[src/rtl/coin_scorer.sv]
// -----------------------------------------------------------------------------
// coin_scorer
//
// Purpose:
//   Per-frame coin collection and scoring stage. On each frame_tick it takes a
//   snapshot of the three lane coin offsets and the player state. It scans the
//   lanes one per cycle and pulses collect_pulse for each collected coin. It
//   then adds one to a saturating BCD score for each collect, one per cycle,
//   and finally pulses frame_done.
//
// Ports:
//   clk           system clock
//   rst           synchronous active-high reset
//   frame_tick    one-cycle pulse per video frame
//   enable        1 = gameplay active; 0 suppresses collection (rearm still works)
//   player_lane   0 left, 1 middle, 2 right, 3 matches nothing
//   magnet        1 = player matches every lane this frame
//   coin_voffset  lane i signed offset at [i*VWIDTH +: VWIDTH]
//   score_clr     clears the score; wins over a same-cycle increment
//   collect_pulse one-cycle pulse on lane i when its coin is collected
//   score_bcd     BCD score, digit 0 (ones) in [3:0]
//   frame_done    one-cycle pulse when the frame's processing completes
//   busy          high whenever the FSM is not IDLE
//   overrun       sticky; set by a frame_tick that arrives while busy
// -----------------------------------------------------------------------------
module coin_scorer #(
    parameter int VWIDTH = 12,
    parameter int HIT_LO = 180,
    parameter int HIT_HI = 220,
    parameter int DIGITS = 4
) (
    input  logic                  clk,
    input  logic                  rst,
    input  logic                  frame_tick,
    input  logic                  enable,
    input  logic [1:0]            player_lane,
    input  logic                  magnet,
    input  logic [3*VWIDTH-1:0]   coin_voffset,
    input  logic                  score_clr,
    output logic [2:0]            collect_pulse,
    output logic [4*DIGITS-1:0]   score_bcd,
    output logic                  frame_done,
    output logic                  busy,
    output logic                  overrun
);

    typedef enum logic [1:0] {
        IDLE = 2'd0,
        SCAN = 2'd1,
        ADD  = 2'd2,
        DONE = 2'd3
    } state_t;

    localparam logic signed [VWIDTH-1:0] HIT_LO_S = VWIDTH'(HIT_LO);
    localparam logic signed [VWIDTH-1:0] HIT_HI_S = VWIDTH'(HIT_HI);

    // Saturating ripple-carry BCD increment; an all-9s value is returned as-is.
    function automatic logic [4*DIGITS-1:0] bcd_inc(input logic [4*DIGITS-1:0] v);
        logic [4*DIGITS-1:0] r;
        logic                carry;
        logic                all9;
        r     = v;
        carry = 1'b1;
        all9  = 1'b1;
        for (int d = 0; d < DIGITS; d++) begin
            if (v[d*4 +: 4] != 4'd9) begin
                all9 = 1'b0;
            end else begin
                all9 = all9;
            end
            if (carry) begin
                if (v[d*4 +: 4] == 4'd9) begin
                    r[d*4 +: 4] = 4'd0;
                end else begin
                    r[d*4 +: 4] = v[d*4 +: 4] + 4'd1;
                    carry       = 1'b0;
                end
            end else begin
                r[d*4 +: 4] = v[d*4 +: 4];
            end
        end
        if (all9) begin
            return v;
        end else begin
            return r;
        end
    endfunction

    state_t                   state_r;
    state_t                   state_next_s;
    logic [1:0]               lane_r;
    logic [2:0]               armed_r;
    logic [1:0]               pending_r;
    logic [3*VWIDTH-1:0]      snap_voff_r;
    logic                     snap_enable_r;
    logic [1:0]               snap_lane_r;
    logic                     snap_magnet_r;
    logic [4*DIGITS-1:0]      score_r;
    logic                     overrun_r;

    logic signed [VWIDTH-1:0] voff_s;
    logic [2:0]               lane_mask_s;
    logic                     in_win_s;
    logic                     below_s;
    logic                     match_s;
    logic                     hit_s;

    // Lane evaluation: all decisions use the frame snapshot, never the live inputs.
    always_comb begin
        voff_s = {VWIDTH{1'b0}};
        case (lane_r)
            2'd0:    voff_s = snap_voff_r[0*VWIDTH +: VWIDTH];
            2'd1:    voff_s = snap_voff_r[1*VWIDTH +: VWIDTH];
            2'd2:    voff_s = snap_voff_r[2*VWIDTH +: VWIDTH];
            default: voff_s = {VWIDTH{1'b0}};
        endcase
        lane_mask_s = 3'b001 << lane_r;
        in_win_s    = (voff_s >= HIT_LO_S) && (voff_s <= HIT_HI_S);
        below_s     = (voff_s < HIT_LO_S);
        // lane_r never reaches 3 in SCAN, so player_lane 3 matches nothing.
        match_s     = snap_magnet_r | (snap_lane_r == lane_r);
        hit_s       = (state_r == SCAN) && in_win_s && (|(armed_r & lane_mask_s))
                      && match_s && snap_enable_r;
    end

    // State register.
    always_ff @(posedge clk) begin
        if (rst) begin
            state_r <= IDLE;
        end else begin
            state_r <= state_next_s;
        end
    end

    // Next-state logic.
    always_comb begin
        state_next_s = state_r;
        case (state_r)
            IDLE: begin
                if (frame_tick) begin
                    state_next_s = SCAN;
                end else begin
                    state_next_s = IDLE;
                end
            end
            SCAN: begin
                // Last lane: the lane-2 collect itself counts toward pending.
                if (lane_r == 2'd2) begin
                    if (hit_s || (pending_r != 2'd0)) begin
                        state_next_s = ADD;
                    end else begin
                        state_next_s = DONE;
                    end
                end else begin
                    state_next_s = SCAN;
                end
            end
            ADD: begin
                if (pending_r == 2'd1) begin
                    state_next_s = DONE;
                end else begin
                    state_next_s = ADD;
                end
            end
            DONE:    state_next_s = IDLE;
            default: state_next_s = IDLE;
        endcase
    end

    // Output decode from registered state only.
    always_comb begin
        collect_pulse = 3'b000;
        if (hit_s) begin
            collect_pulse = lane_mask_s;
        end else begin
            collect_pulse = 3'b000;
        end
        frame_done = (state_r == DONE);
        busy       = (state_r != IDLE);
        score_bcd  = score_r;
        overrun    = overrun_r;
    end

    // Snapshot, lane index, arming, pending count, score and overrun.
    always_ff @(posedge clk) begin
        if (rst) begin
            lane_r        <= 2'd0;
            armed_r       <= 3'b111;
            pending_r     <= 2'd0;
            snap_voff_r   <= {(3*VWIDTH){1'b0}};
            snap_enable_r <= 1'b0;
            snap_lane_r   <= 2'd0;
            snap_magnet_r <= 1'b0;
            score_r       <= {(4*DIGITS){1'b0}};
            overrun_r     <= 1'b0;
        end else begin
            if (frame_tick && (state_r != IDLE)) begin
                overrun_r <= 1'b1;
            end

            case (state_r)
                IDLE: begin
                    if (frame_tick) begin
                        snap_voff_r   <= coin_voffset;
                        snap_enable_r <= enable;
                        snap_lane_r   <= player_lane;
                        snap_magnet_r <= magnet;
                        lane_r        <= 2'd0;
                    end
                end
                SCAN: begin
                    // A coin above the window is a respawn: rearm even if disabled.
                    if (hit_s) begin
                        armed_r   <= armed_r & ~lane_mask_s;
                        pending_r <= pending_r + 2'd1;
                    end else if (below_s) begin
                        armed_r   <= armed_r | lane_mask_s;
                    end
                    lane_r <= lane_r + 2'd1;
                end
                ADD: begin
                    pending_r <= pending_r - 2'd1;
                end
                default: begin
                    lane_r <= lane_r;
                end
            endcase

            if (score_clr) begin
                score_r <= {(4*DIGITS){1'b0}};
            end else if (state_r == ADD) begin
                score_r <= bcd_inc(score_r);
            end
        end
    end

endmodule

[config.mk]
export PLATFORM = sky130hd
export DESIGN_NAME = coin_scorer
export DESIGN_NICKNAME = d
export VERILOG_FILES = /design/src/rtl/coin_scorer.sv
export SDC_FILE = /design/constraint.sdc
export NUM_CORES = 1
export LEC_CHECK = 0
export CAP_MARGIN = 0
export CELL_PAD_IN_SITES_DETAIL_PLACEMENT = 1
export CELL_PAD_IN_SITES_GLOBAL_PLACEMENT = 2
export CORE_MARGIN = 4
export CORE_UTILIZATION = 29
export CTS_BUF_LIST = sky130_fd_sc_hd__clkbuf_4 sky130_fd_sc_hd__clkbuf_8
export DETAILED_ROUTE_END_ITERATION = 7
export PLACE_DENSITY_LB_ADDON = 0.15
export SLEW_MARGIN = 5
export SYNTH_ARGS = -nofsm -noshare
export SYNTH_HDL_FRONTEND = slang
export SYNTH_SLANG_ARGS = --single-unit
[constraint.sdc]
create_clock -name clk -period 3.2 [get_ports clk]
set_input_delay 0.64 -clock clk [delete_from_list [all_inputs] [get_ports clk]]
set_output_delay 0.64 -clock clk [all_outputs]
set_load 0.005 [all_outputs]
# ---- Word level (Yosys, flattened, before mapping)
# Cells that the tools add are included.
# W data, S select, Z words.
dict set report word_totals {
  romBits 0
  in_bits 44
  latchBits 0
  ff_bits 66
  mem_count 0
  ramBits 0
}
dict set report op_classes {
  bitwise_logic 6
  add_sub_neg 7
  mux 38
  n_lt_le_gt_ge 3
  shift 1
  n_div 0
  eq_ne 17
  reduce_logical 24
  mul 0
}
# operator n
set op_table {}
lappend op_table {{$pmux W12 S3} 1}
lappend op_table {{$mux W1} 24}
lappend op_table {{$add A4 B1 Y4 const B} 4}
lappend op_table {{$eq A4 B4 Y1 const B} 4}
lappend op_table {{$mux W4} 4}
lappend op_table {{$ne A4 B4 Y1 const B} 4}
lappend op_table {{$ge A12 B9 Y1 const B} 1}
lappend op_table {{$le A12 B9 Y1 const B} 1}
lappend op_table {{$lt A12 B9 Y1 const B} 1}
lappend op_table {{$reduce_and A2 Y1} 5}
lappend op_table {{$reduce_bool A2 Y1} 5}
lappend op_table {{$mux W3} 3}
lappend op_table {{$reduce_and A3 Y1} 3}
lappend op_table {{$pmux W2 S2} 2}
lappend op_table {{$pmux W2 S4} 1}
lappend op_table {{$and A3 B3 Y3} 2}
lappend op_table {{$eq A2 B1 Y1 const B} 3}
lappend op_table {{$eq A2 B2 Y1 const B} 3}
lappend op_table {{$logic_and A1 B1 Y1} 6}
lappend op_table {{$mux W2} 3}
lappend op_table {{$add A2 B1 Y2 const B} 2}
lappend op_table {{$logic_not A2 Y1} 2}
lappend op_table {{$ne A2 B2 Y1 const B} 2}
lappend op_table {{$not A3 Y3} 1}
lappend op_table {{9 further kinds} 9}

# ---- Longest topological paths before layout
dict set report logic_depth {
  word_depth 14
  mapped_depth 9
  ltp_nobuf 8
}

# ---- Least setup slack after synthesis
# No wires, ideal clock.
dict set report synth_path {
  path_type {register -> output}
  startpoint {reg lane_r[0]}
  endpoint {out collect_pulse[0]}
  path_buffers 1
  stages_incl_launch_ff 9
  t_arrival_ns 1.990
  t_required_ns 2.560
  path_slack_ns 0.570
  path_cell_list {dfxtp_1 > inv_1 > ha_1 > buf_2 > a222oi_1 > nor2_1 > a311oi_1 > o211a_1 > and2_1}
}
dict set report synth_between {
  elab_chain_len 9
  word_cells_on_any_way 17
  cone_classes {order compare (2); eq/ne (3); shift (1); mux (2); bitwise (2); reduce/logical (7)}
}
# element line
set synth_lines {}
lappend synth_lines {{start, declared} 91} ;# logic [1:0] lane_r;
lappend synth_lines {{start signal, assigned} 219} ;# lane_r <= lane_r + 2'd1;
lappend synth_lines {{start signal, assigned} 225} ;# lane_r <= lane_r;
lappend synth_lines {{$eq A2 B2 Y1, or another cell as far along} 111} ;# case (lane_r)
lappend synth_lines {{$pmux W12 S3} 111}
lappend synth_lines {{$ge A12 B9 Y1 or $le A12 B9 Y1 (tied branches)} 118} ;# in_win_s = (voff_s >= HIT_LO_S) && (voff_s <= HIT_HI_S);
lappend synth_lines {{$logic_and A1 B1 Y1} 118}
lappend synth_lines {{$logic_and A1 B1 Y1 (2 in a row)} 122} ;# hit_s = (state_r == SCAN) && in_win_s && (|(armed_r & lane_mask_s))
lappend synth_lines {{$logic_and A1 B1 Y1 (2 in a row)} 123} ;# && match_s && snap_enable_r;
lappend synth_lines {{$mux W3 *} 173} ;# if (hit_s) begin
lappend synth_lines {{end, declared} 40} ;# output logic [2:0] collect_pulse,
# Mark *: on every way between the ends. The rest lies on a longest branch, timed or not.

# ---- Final worst setup path
dict set report layout_path {
  startpoint {reg lane_r[1]}
  endpoint {out collect_pulse[1]}
}
# The elaborated chain is that of the path after synthesis.

==> metrics.md <==
| Metric | Value |
|---|---|
| Tcrit/Tclk final | `95.7%` |
| Register area | `1330 µm²` |
| Htree depth | `3` |
| Largest net degree at the start of global routing | `52` |
| Critical path required time | `2.56 ns` |
| Sequential-to-total area share from yosys stat | `45.0%` |
| Yosys top cell by area | `dfxtp_1` |
| Layout area overhead | `36.8%` |
| # fillers | `1234` |
| Least-Margin Pin Slew | `0.558 ns` |
| Post-Syn Area | `2940 µm²` |
| Final HPWL DP | `6090 µm` |
| Max Clk Rate | `0.327 GHz` |
| DRC errors left | `0` |
| CTS Buf Count | `9` |
| Maximum VDD drop | `0.215 mV` |
| Final Skew | `0.00653 ns` |
| Top-count cell post-synth | `nand2_1` |
| Die W | `109 µm` |
| DRT iter0 DRCs | `100` |
| First-pass iteration count of the detailed router | `5` |
| Logic pwr share | `18.9%` |
| WP data arrival | `2.42 ns` |
| Core area | `9820 µm²` |
| Antenna violations before repair | `0` |
| Max-Cap Viols | `0` |
| Drt via density | `4.75` |
| Multi-input logic area | `1550 µm²` |
| Die area | `11800 µm²` |
| Post-synth top area share | `45.0%` |
| Origin of the critical flop-to-flop path | `lane_r[0]` |
| Routed Antenna Nets | `0` |
| Final #Nets | `493` |
| Post-synthesis register bit count | `66` |
| Hold/Removal Path Class | `reg2reg` |
| Initial Util | `29.9%` |
| Placed Cells | `561` |
| Layout cell share with drive strength beyond 1 | `9.40%` |
| Placer Congestion | `0.794` |
| Syn Inst Count | `374` |
| Clock share of power | `34.7%` |
| WL per Instance | `14.5 µm` |
| Gr ovfl total | `0` |
| First-pass GRT wire length | `13500 µm` |
| Final Hold Fails | `0` |
| Switching Fraction | `28.4%` |
| Fin cells | `580` |
| Latest clock arrival within the worst-skew pair | `0.33 ns` |
| Syn Nets | `424` |
| TNS Setup | `0 ns` |
| R2r setup slk | `0.88 ns` |
| Min-delay src | `snap_voff_r[20]` |
| Ys async rst share | `0%` |
| Sequential share of power | `46.3%` |
| P per Cell Area | `492 nW/µm²` |
| Clock Tree Buf Depth | `2` |
| Input/output buffers | `65` |
| CTS tree | `yes` |
| Number of synthesized flops with an enable pin | `0` |
| Chip height | `109 µm` |
| Critical path startpoint | `lane_r[1]` |
| Synth unique cells | `41` |
| Via count | `2755` |
| Vias in the first global route | `2736` |
| Crit-path max FO | `8` |
| Crit start category | `register` |
| Outcome | `completed` |
| Final min period | `3.06 ns` |
| Total GRT Usage | `14.6%` |
| Syn_area_per_cell | `7.86 µm²` |
| # setup viols final | `0` |
| Predominant post-synthesis flop cell | `dfxtp_1` |
| Setup CP Type | `reg2out` |
| Synth top area cells | `dfxtp_1 45%, nand2_1 12%, a21oi_1 9.5%` |
| Routed wire length | `8380 µm` |
| Cell Int Power | `1410 µW` |
| Clk slew on worst S/H paths | `0.07 ns` |
| IO Pins | `66` |
| Commonest cells post-synth | `96 x nand2_1, 66 x dfxtp_1, 56 x a21oi_1` |
| Synth warnings | `0` |
| Root buf cell | `clkbuf_8` |
| Clk sinks | `66` |
| Pleak | `0.00147 µW` |
| Final slew viol count | `0` |
| Num rows | `36` |
| CP endpoint kind | `primary output` |
| Slew HR | `62.8%` |
| ANT cells | `0` |
| Psw | `561 µW` |
## worst max-delay path, stage by stage, from the launching register on
cell	delay (ns)
dfxtp_4	0.38
inv_2	0.07
ha_4	0.19
a222oi_1	0.38
nand2_1	0.15
and4_1	0.25
o211a_1	0.24
and2_1	0.16
dlygate4sd2_1	0.26
## registers in the layout (all words and copies together) (netlist names), named ones only
register and cells:
overrun 1, snap_voff_r 36, state_r 1, score_bcd 16, pending_r 2, snap_enable_r 1, lane_r 2, snap_magnet_r 1
snap_lane_r 2
## area by class of cell
class                      count  share of cell area, %
clock buffer                  10                   3.27
clock inverter                 5                   1.40
inverter                       9                  0.841
multi-input combinational    278                   38.6
sequential                    66                   33.1
tap                          133                   4.14
timing repair buffer          79                   18.7
## layout by cell type, fill, tap and decap left out, drive strengths merged, types with 6 or more instances in the layout
cell type      count
dfxtp             66
buf               14
nand3              8
nor2              27
o21ai              7
ha                 6
clkdlybuf4s50     62
nand2             96
clkbuf            10
xnor2              6
inv                9
a21oi             56
a222oi             7
nor3               9
## through the flow
stage | setup WS, ns | util [%] | power [µW] | cell area (µm²) | hold WS, ns
after floorplan | 0.570 | - | 1120 | 2940 | 0.433
after global placement | 0.0948 | 38.2 | 1270 | 3750 | 0.444
after detailed placement | -0.00129 | 38.2 | 1280 | 3750 | 0.449
after CTS | 0.137 | 40.8 | 2010 | 4010 | 0.462
after global routing | -0.0116 | 40.9 | 2080 | 4020 | 0.479
final | 0.138 | 40.9 | 1980 | 4020 | 0.459
## worst paths after layout
kind	endpoint	cells past startpoint
setup reg to reg	pending_r[1]	10
hold reg to reg	snap_voff_r[20]	2
hold / removal	snap_voff_r[20]	2
setup / recovery	collect_pulse[1]	8
## layer usage
layer	track usage, %	share of wire (%)	up-vias
li1	-	-	1417
met1	18.1	45	1270
met2	25.0	49	58
met3	2.43	3.4	10
met4	6.04	1.7	0
met5	0	0	-
## cell families after synthesis
kind of cell               synth area share [%]
adders and majority gates                  2.56
xor gates and xnor gates                   3.28
buffers and inverters                      3.88
muxes                                      1.02
DFF                                        45.0
and+or+nand+nor                            27.6
AOI/OAI and AO/OA                          16.7
## power groups by stage
stage	registers [µW]	clock network, µW	logic (µW)
2_1_floorplan	917	0	207
3_3_place_gp	931	0	342
3_5_place_dp	932	0	351
4_1_cts	916	717	375
5_1_grt	922	743	417
6_report	915	686	373
## timing repair
item / CTS / global route
buffers inserted: 3 / 1
endpoints found under the setup margin: 3 / 2
hold buffers: 0 / 0
pin swaps: 8 / 4
gates resized for setup: 17 / 0
(Power assumes the default switching activity.)
